===== src/rtl/digi_ota_bank.sv =====
// Bank of NCH digitised comparator channels: each vip/vin pair is synchronised,
// filtered for FILT agreeing samples, then committed to out with oe/chg status.
module digi_ota_bank #(
  parameter int NCH  = 4,
  parameter int FILT = 3
) (
  input  logic           clk,
  input  logic           rst,
  input  logic           en,
  input  logic           mode,
  input  logic [NCH-1:0] vip,
  input  logic [NCH-1:0] vin,
  output logic [NCH-1:0] out,
  output logic [NCH-1:0] oe,
  output logic [NCH-1:0] chg
);

  localparam int             CW     = $clog2(FILT + 1);
  localparam logic [CW-1:0]  FILT_C = CW'(FILT);
  localparam logic [CW-1:0]  ONE_C  = CW'(1);

  logic [NCH-1:0] r_vip_s1, r_vin_s1, r_vs, r_ns;
  logic [NCH-1:0] r_pol, r_out, r_valid, r_oe, r_chg;
  logic [CW-1:0]  r_cnt [NCH];

  logic [NCH-1:0] w_pol_nxt, w_out_nxt, w_valid_nxt, w_oe_nxt, w_chg_nxt;
  logic [CW-1:0]  w_cnt_nxt [NCH];
  logic [NCH-1:0] w_commit;

  // Per-channel filter decision; channels share nothing but en and mode.
  always_comb begin
    // NOTE: every combinational output gets a default before any branch so no path leaves it unassigned (no latch).
    w_pol_nxt   = r_pol;
    w_out_nxt   = r_out;
    w_valid_nxt = r_valid;
    w_oe_nxt    = '0;
    w_chg_nxt   = '0;
    w_commit    = '0;
    for (int i = 0; i < NCH; i++) begin
      w_cnt_nxt[i] = '0;
      if (en) begin
        if (r_vs[i] ^ r_ns[i]) begin
          if (r_vs[i] != r_pol[i]) begin
            w_pol_nxt[i] = r_vs[i];
            w_cnt_nxt[i] = ONE_C;
            w_commit[i]  = (FILT == 1);
          end else if (r_cnt[i] != FILT_C) begin
            w_cnt_nxt[i] = r_cnt[i] + ONE_C;
            w_commit[i]  = (r_cnt[i] + ONE_C) == FILT_C;
          end else begin
            w_cnt_nxt[i] = r_cnt[i];
          end
          if (w_commit[i]) begin
            w_out_nxt[i]   = r_vs[i];
            w_valid_nxt[i] = 1'b1;
          end
        end
        w_oe_nxt[i] = (w_cnt_nxt[i] == FILT_C) | (mode & w_valid_nxt[i]);
      end
      w_chg_nxt[i] = w_out_nxt[i] ^ r_out[i];
    end
  end

  // NOTE: sequential state uses non-blocking assignments so every flop samples pre-edge values.
  always_ff @(posedge clk or posedge rst) begin
    if (rst) begin
      r_vip_s1 <= '0;
      r_vin_s1 <= '0;
      r_vs     <= '0;
      r_ns     <= '0;
      r_pol    <= '0;
      r_out    <= '0;
      r_valid  <= '0;
      r_oe     <= '0;
      r_chg    <= '0;
      // NOTE: the small counter array is reset like any register so a reset discards partial counts.
      for (int i = 0; i < NCH; i++) r_cnt[i] <= '0;
    end else begin
      r_vip_s1 <= vip;
      r_vin_s1 <= vin;
      r_vs     <= r_vip_s1;
      r_ns     <= r_vin_s1;
      r_pol    <= w_pol_nxt;
      r_out    <= w_out_nxt;
      r_valid  <= w_valid_nxt;
      r_oe     <= w_oe_nxt;
      r_chg    <= w_chg_nxt;
      for (int i = 0; i < NCH; i++) r_cnt[i] <= w_cnt_nxt[i];
    end
  end

  assign out = r_out;
  assign oe  = r_oe;
  assign chg = r_chg;

endmodule


===== config.mk =====
export PLATFORM = sky130hd
export DESIGN_NAME = digi_ota_bank
export DESIGN_NICKNAME = d
export VERILOG_FILES = /design/src/rtl/digi_ota_bank.sv
export SDC_FILE = /design/constraint.sdc
export NUM_CORES = 1
export LEC_CHECK = 0
export CORE_MARGIN = 4
export CORE_UTILIZATION = 56
export CTS_BUF_LIST = sky130_fd_sc_hd__clkbuf_8
export DETAILED_ROUTE_END_ITERATION = 10
export GPL_TIMING_DRIVEN = 0
export PLACE_DENSITY_LB_ADDON = 0.08
export SLEW_MARGIN = 10
export SYNTH_ARGS = -nofsm -noshare
export SYNTH_HDL_FRONTEND = slang
export SYNTH_SLANG_ARGS = --single-unit

===== constraint.sdc =====
create_clock -name clk -period 1.75 [get_ports clk]
set_input_delay 0.525 -clock clk [delete_from_list [all_inputs] [get_ports clk]]
set_output_delay 0.525 -clock clk [all_outputs]
set_load 0.02 [all_outputs]

==> results of run 1 <==
-- report_power, final --
part           total (µW)  internal, µW  leakage, µW  switching [µW]
Sequential           1120          1070     0.000546            45.7
Clock                 802           466    0.0000614             336
Combinational         199          94.5     0.000420             105
Total                2120          1630      0.00103             486
-- cell usage in the layout, fill, tap and decap left out --
master	count
buf_12	1
and2_1	4
bufinv_16	1
clkbuf_8	6
nand2b_1	8
or3b_1	6
a41o_1	2
and3b_1	1
o22a_1	1
a31oi_1	7
nor2_1	7
clkinv_4	1
inv_1	10
buf_2	4
a21boi_1	2
o211ai_1	3
dfrtp_1	44
o2bb2ai_1	2
nor4bb_1	3
o211a_1	2
inv_2	1
nor2b_1	2
clkdlybuf4s50_1	10
dlygate4sd2_1	12
a21boi_0	2
clkbuf_1	1
o311ai_0	1
o21bai_1	2
nor3b_1	3
o21ai_0	7
a21oi_1	10
o21a_1	4
nand3b_1	8
nand2_1	14
-- through the flow --
stage	std cells	TNS (ns)
5_1_grt	236	0
3_5_place_dp	228	0
6_report	236	0
3_3_place_gp	227	-25.67
4_1_cts	236	0
2_1_floorplan	161	0
-- layout make-up --
class                           count  area [µm²]
Tap cell                           44        55.1
Clock inverter                      2        38.8
Multi-Input combinational cell    101         642
Buffer                              5        23.8
Clock buffer                        6        82.6
Sequential cell                    44        1100
Fill cell                         240         868
Inverter                           11        41.3
Timing Repair Buffer               23         225
-- per-layer routing --
| metal | share of wire (%) | GRT usage (%) | up-vias |
|---|---|---|---|
| li1 | - | - | 621 |
| met1 | 43 | 19.0 | 647 |
| met2 | 50 | 31.7 | 24 |
| met3 | 5.0 | 6.76 | 6 |
| met4 | 1.9 | 8.71 | 0 |
| met5 | 0 | 0 | - |
-- path summary, 6_finish.rpt --
| check | start | to | slack (ns) | cells after the start |
|---|---|---|---|---|
| worst max-delay path | out[3] | out[3] | 0.17 | 1 |
| worst min-delay path | r_vip_s1[3] | r_vs[3] | 0.34 | 0 |
| worst max register to register | r_pol[2] | r_valid[2] | 0.52 | 3 |
| worst min register to register | r_vip_s1[3] | r_vs[3] | 0.34 | 0 |
| max in group asynchronous | rst | r_cnt[6] | 0.85 | 3 |
| min in group asynchronous | rst | r_pol[3] | 0.46 | 2 |
-- flip-flops by register name (all words and copies together), names as in the netlist --
name / flops
r_cnt: 8
out: 4
oe: 4
r_vs: 4
chg: 4
r_vip_s1: 4
r_valid: 4
r_ns: 4
r_pol: 4
r_vin_s1: 4
-- repair_timing --
| action | CTS | global route |
|---|---|---|
| resized for setup | 12 | 0 |
| setup endpoints to repair | 12 | 0 |
| hold endpoints to repair | 0 | 0 |
-- cells by family after synthesis --
| family | Yosys count | share of synthesized area, % |
|---|---|---|
| simple gates | 56 | 18.8 |
| compound gates | 45 | 16.7 |
| flops | 44 | 60.9 |
| buf+inv | 16 | 3.60 |
==> impl_metrics.ini, run 1 <==
[worst_setup_path]
critPathCaptureType = output pin
max_stage_delay_ns = 0.42
critical_path.n_buffers_inverters = 1
critPathRequiredTime_ns = 1.22
crit_arrival_ns = 1.05
cpLargestDelayFamily = flip-flops
crit_chain = dlygate4sd2_1
critical_path.slowest_cell = dfrtp_1
critical_path_class = flop to output pin
worstPathMaxFanout = 5
startpoint_type = flop

[timing]
rsz0062_at_grt = no
slew_violations = 0
fin_crit_ns = 1.58
min_period_over_period_pct = 90.1
finalWorstSetupSlack_ns = 0.173
worst_slew_pin_slew_ns = 0.414
fin_skew_ns = 0.00962
fmax_mhz = 634
whs_ns = 0.342
finalHoldViolCount = 0
relSlewSlack_pct = 72.4
setup_viol = 0

[logic_synthesis]
yosys_register_bits = 44
synth-main-ff-cell = dfrtp_1
post-synth-top-area-cell = dfrtp_1
syn_inst = 161
synth_area_um2 = 1810
avgSynthCellArea_um2 = 11.2
async_flop_share_pct = 100
yosys.area.top_type_share_pct = 60.9
synthesis.nets = 173
yosysMostFrequentCell = dfrtp_1
synth_cell_type_count = 27
ys_top_cells_by_area = dfrtp_1, nand3b_1, nand2_1, or3b_1, a21oi_1
ys_top_cells_by_count = dfrtp_1, nand2_1, inv_1
ys_warn_count = 0
synth_edf_count = 0
yosysSeqAreaShare_pct = 60.9

[drt]
drtAntennaViolNets = 0
drt_wl_total_um = 3210
drtPass1Iterations = 4
via_count = 1298
drc = 0
wl_per_cell_um = 13.6
drt_iter0_markers = 83
avgViaCountPerCell = 5.50

[cts]
clock_latency_ns = 0.30
cts_root_buf = clkbuf_8
cts_made_buffers = 5
cts_max_level = 2
clock-sinks = 44
ctsHoldBuffers = 0
clock_path_buffers = 2
cts.clk_slew.worst_paths_ns = 0.08
postCtsSetupBuffers = 0
cts_tree = built

[global_route]
antenna_found_initial = 0
grt.total_usage_pct = 18.1
grt_pass1_vias = 1318
grt_max_degree = 36
grt_pass1_wl_um = 5750
grt-ovfl-total = 0

[floorplan]
die-width_um = 64.8
pin_count = 24
die_y_um = 64.8
initial_core_util_pct = 58.7
core_um2 = 3080
placementRows = 20
dieArea_um2 = 4200

[placed_design]
dpl_cell_area_um2 = 2100
dp_slack_ns = 0.226
portBuffers = 22
dp_hpwl_um = 2210
gp_congestion = 0.836

[layout]
diodes = 0
layout-drive-gt1-share_pct = 7.29
finish.utilization_pct = 71.8
syn2layout_area_growth_pct = 22.2
design_area_um2 = 2210
layout.nets = 203

[power]
p_leak_uw = 0.00103
peakVddDrop_mv = 0.689
p_total_uw = 2120
p_per_area_nw_per_um2 = 959

[run]
cap_violations = 0

[status]
status = finished, final reports clean

[min_path]
hold_path.class = flop to flop
(Power assumes the default switching activity.)
==> inputs of run 2 (changes only) <==
Settings changed: CTS_CLUSTER_SIZE set to 16.
==> results of run 2 <==
Same layout as run 1: the final DEF is identical, and so are final timing and power.
==> patch (config.mk and constraints of run 2) <==
Change the parameter `NCH` from 4 to 2.
--- a/src/rtl/digi_ota_bank.sv
+++ b/src/rtl/digi_ota_bank.sv
@@ -3,3 +3,3 @@
 module digi_ota_bank #(
-  parameter int NCH  = 4,
+  parameter int NCH  = 2,
   parameter int FILT = 3
Ports: changed (5 resized); port bits go from 24 to 14. The function was not compared with the original's and may differ.
==> patch against run 2 <==
- critical path depth did not move
- routed wire length fell by 55%
- cell area fell by 49%
- total power fell by 54%
- final cell count fell by 51%
- setup slack got worse by 0.11 ns
- sequential cell count fell by 22
- area after synthesis fell by 48%
- critical path type unchanged
- largest cell class unchanged
- highest routed layer unchanged
==> patch: results (changes against run 2) <==
* Status: finished, final reports clean (unchanged)
* CP Data Arrival Time at 1.16 ns (was 1.05 ns)
* CP delay by family, top: buffers and inverters (was flip-flops)
* Slowest CP cell: clkdlybuf4s50_1 (was dfrtp_1)
* Synth Net Count at 91 (was 173)
* Root Buffer: clkbuf_8 (unchanged)
* Number of nets in the layout at 109 (was 203)
* Final HPWL DP at 987.8 um (was 2.209 mm)
* Commonest cells post-synth: dfrtp_1 (22), nand2_1 (8), nor2_1 (7) (was dfrtp_1 (44), nand2_1 (14), inv_1 (11))
* Worst VDD drop at 0.0005991 V (was 0.0006892 V)
* Fill cells at 108 (was 240)
* Worst setup margin at 0.06319 ns (was 0.1727 ns)
* Ranking of synthesized cells by area: dfrtp_1 (59%), and4bb_1 (4.0%), nand2_1 (3.2%) (was dfrtp_1 (61%), nand3b_1 (3.3%), nand2_1 (2.9%))
* Vias in the first global route at 617 (was 1,318)
* Gp weighted congestion at 0.8021 (was 0.8362)
* Leak Pwr at 0.5421 nW (was 1.028 nW)
* Largest net degree at the start of global routing at 23 (was 36)
* Worst Max-Slew Pin Slew at 0.7648 ns (was 0.4138 ns)
* Sequential share of the synthesized area at 58.98% (was 60.90%)
* Largest stage delay, worst path at 0.59 ns (was 0.42 ns)
* Max FFs per register at 4 (was 8)
* Final wirelength at 1.448 mm (was 3.211 mm)
* Layout cells sized above 1 at 9.091% (was 7.292%)
* Clk_lat worst skew at 0.26 ns (was 0.30 ns)
* Drt first pass iters at 6 (was 4)
* Critical path origin: chg[1] (was out[3])
* Reg2reg end: r_cnt[0] (was r_valid[2])
* Fin Clk Skew at 0.002521 ns (was 0.009616 ns)
* Vias/cell at 5.626 (was 5.500)
* Pre-CTS setup slack at 0.08664 ns (was 0.2262 ns)
* GRT Util Overall at 13.75% (was 18.11%)
* CTS HTree Levels at 1 (was 2)
* First-pass GRT wire length at 2.622 mm (was 5.747 mm)
* Reg2reg setup slack at 0.63 ns (was 0.52 ns)
* Iter 0 DRT Violations at 11 (was 83)
* Crit path max fanout at 1 (was 5)
* Buffers on Ports at 13 (was 22)
* Diodes inserted at 0 (unchanged)
* CTS buffer count at 3 (was 5)
* FF-to-FF Start: r_pol[1] (was r_pol[2])
==> patch: logic make-up (layout without fill, tap and decap cells) <==
family                    Yosys count  after routing  synth area share (%)
xor gates and xnor gates            2              2                 1.877
and+or+nand+nor                    27             27                 18.10
buffers and inverters              10             26                 5.093
DFF                                22             22                 58.98
AOI/OAI and AO/OA                  22             22                 15.95
==> patch: metal layers <==
layer  share of wire [%]  routed length (um)  vias up  GRT usage [%]
met4                 2.8                  41        0          6.726
met3                 6.6                  95        5          3.364
met1                  46                 667      296          18.51
met5                   0                   0        -              0
li1                    -                   -      326              -
met2                  44                 644       20          20.65
==> patch: through the flow <==
| stage | cells | hold slack [ns] | cell area, sq um |
|---|---|---|---|
| after global routing | 115 | 0.3699 | 1127 |
| after floorplan | 83 | 0.3312 | 933.4 |
| after CTS | 115 | 0.3568 | 1122 |
| after global placement | 112 | 0.3337 | 1084 |
| after detailed placement | 112 | 0.3379 | 1084 |
| final | 115 | 0.3532 | 1127 |
==> patch: cell type report <==
cell class | count | area [sq um] | area share [%]
buffer | 4 | 25.02 | 2.220
clock buffer | 3 | 41.29 | 3.663
inverter | 6 | 22.52 | 1.998
multi-input combinational | 51 | 335.3 | 29.74
sequential | 22 | 550.5 | 48.83
tap | 16 | 20.02 | 1.776
timing repair buffer | 13 | 132.6 | 11.76
==> patch: repair_timing <==
action | in CTS | in global routing
setup endpoints to repair | 2 | 2
gates resized for setup | 2 | 2
hold buffers | 0 | 0
==> patch: worst min path at each step <==
stage	from	end	slack, ns	cells after the start
2_1_floorplan	r_vin_s1[0]	r_ns[0]	0.33	0
3_3_place_gp	r_vin_s1[0]	r_ns[0]	0.33	0
3_5_place_dp	r_vip_s1[0]	r_vs[0]	0.34	0
4_1_cts	r_vip_s1[0]	r_vs[0]	0.36	0
5_1_grt	r_vin_s1[1]	r_ns[1]	0.37	0
6_report	r_vip_s1[0]	r_vs[0]	0.35	0
==> patch: power by group <==
group          internal [mW]  total [mW]  switching [mW]
registers              0.537       0.556          0.0189
logic                 0.0604       0.120          0.0596
clock network          0.153       0.297           0.143
total                  0.751       0.973           0.222
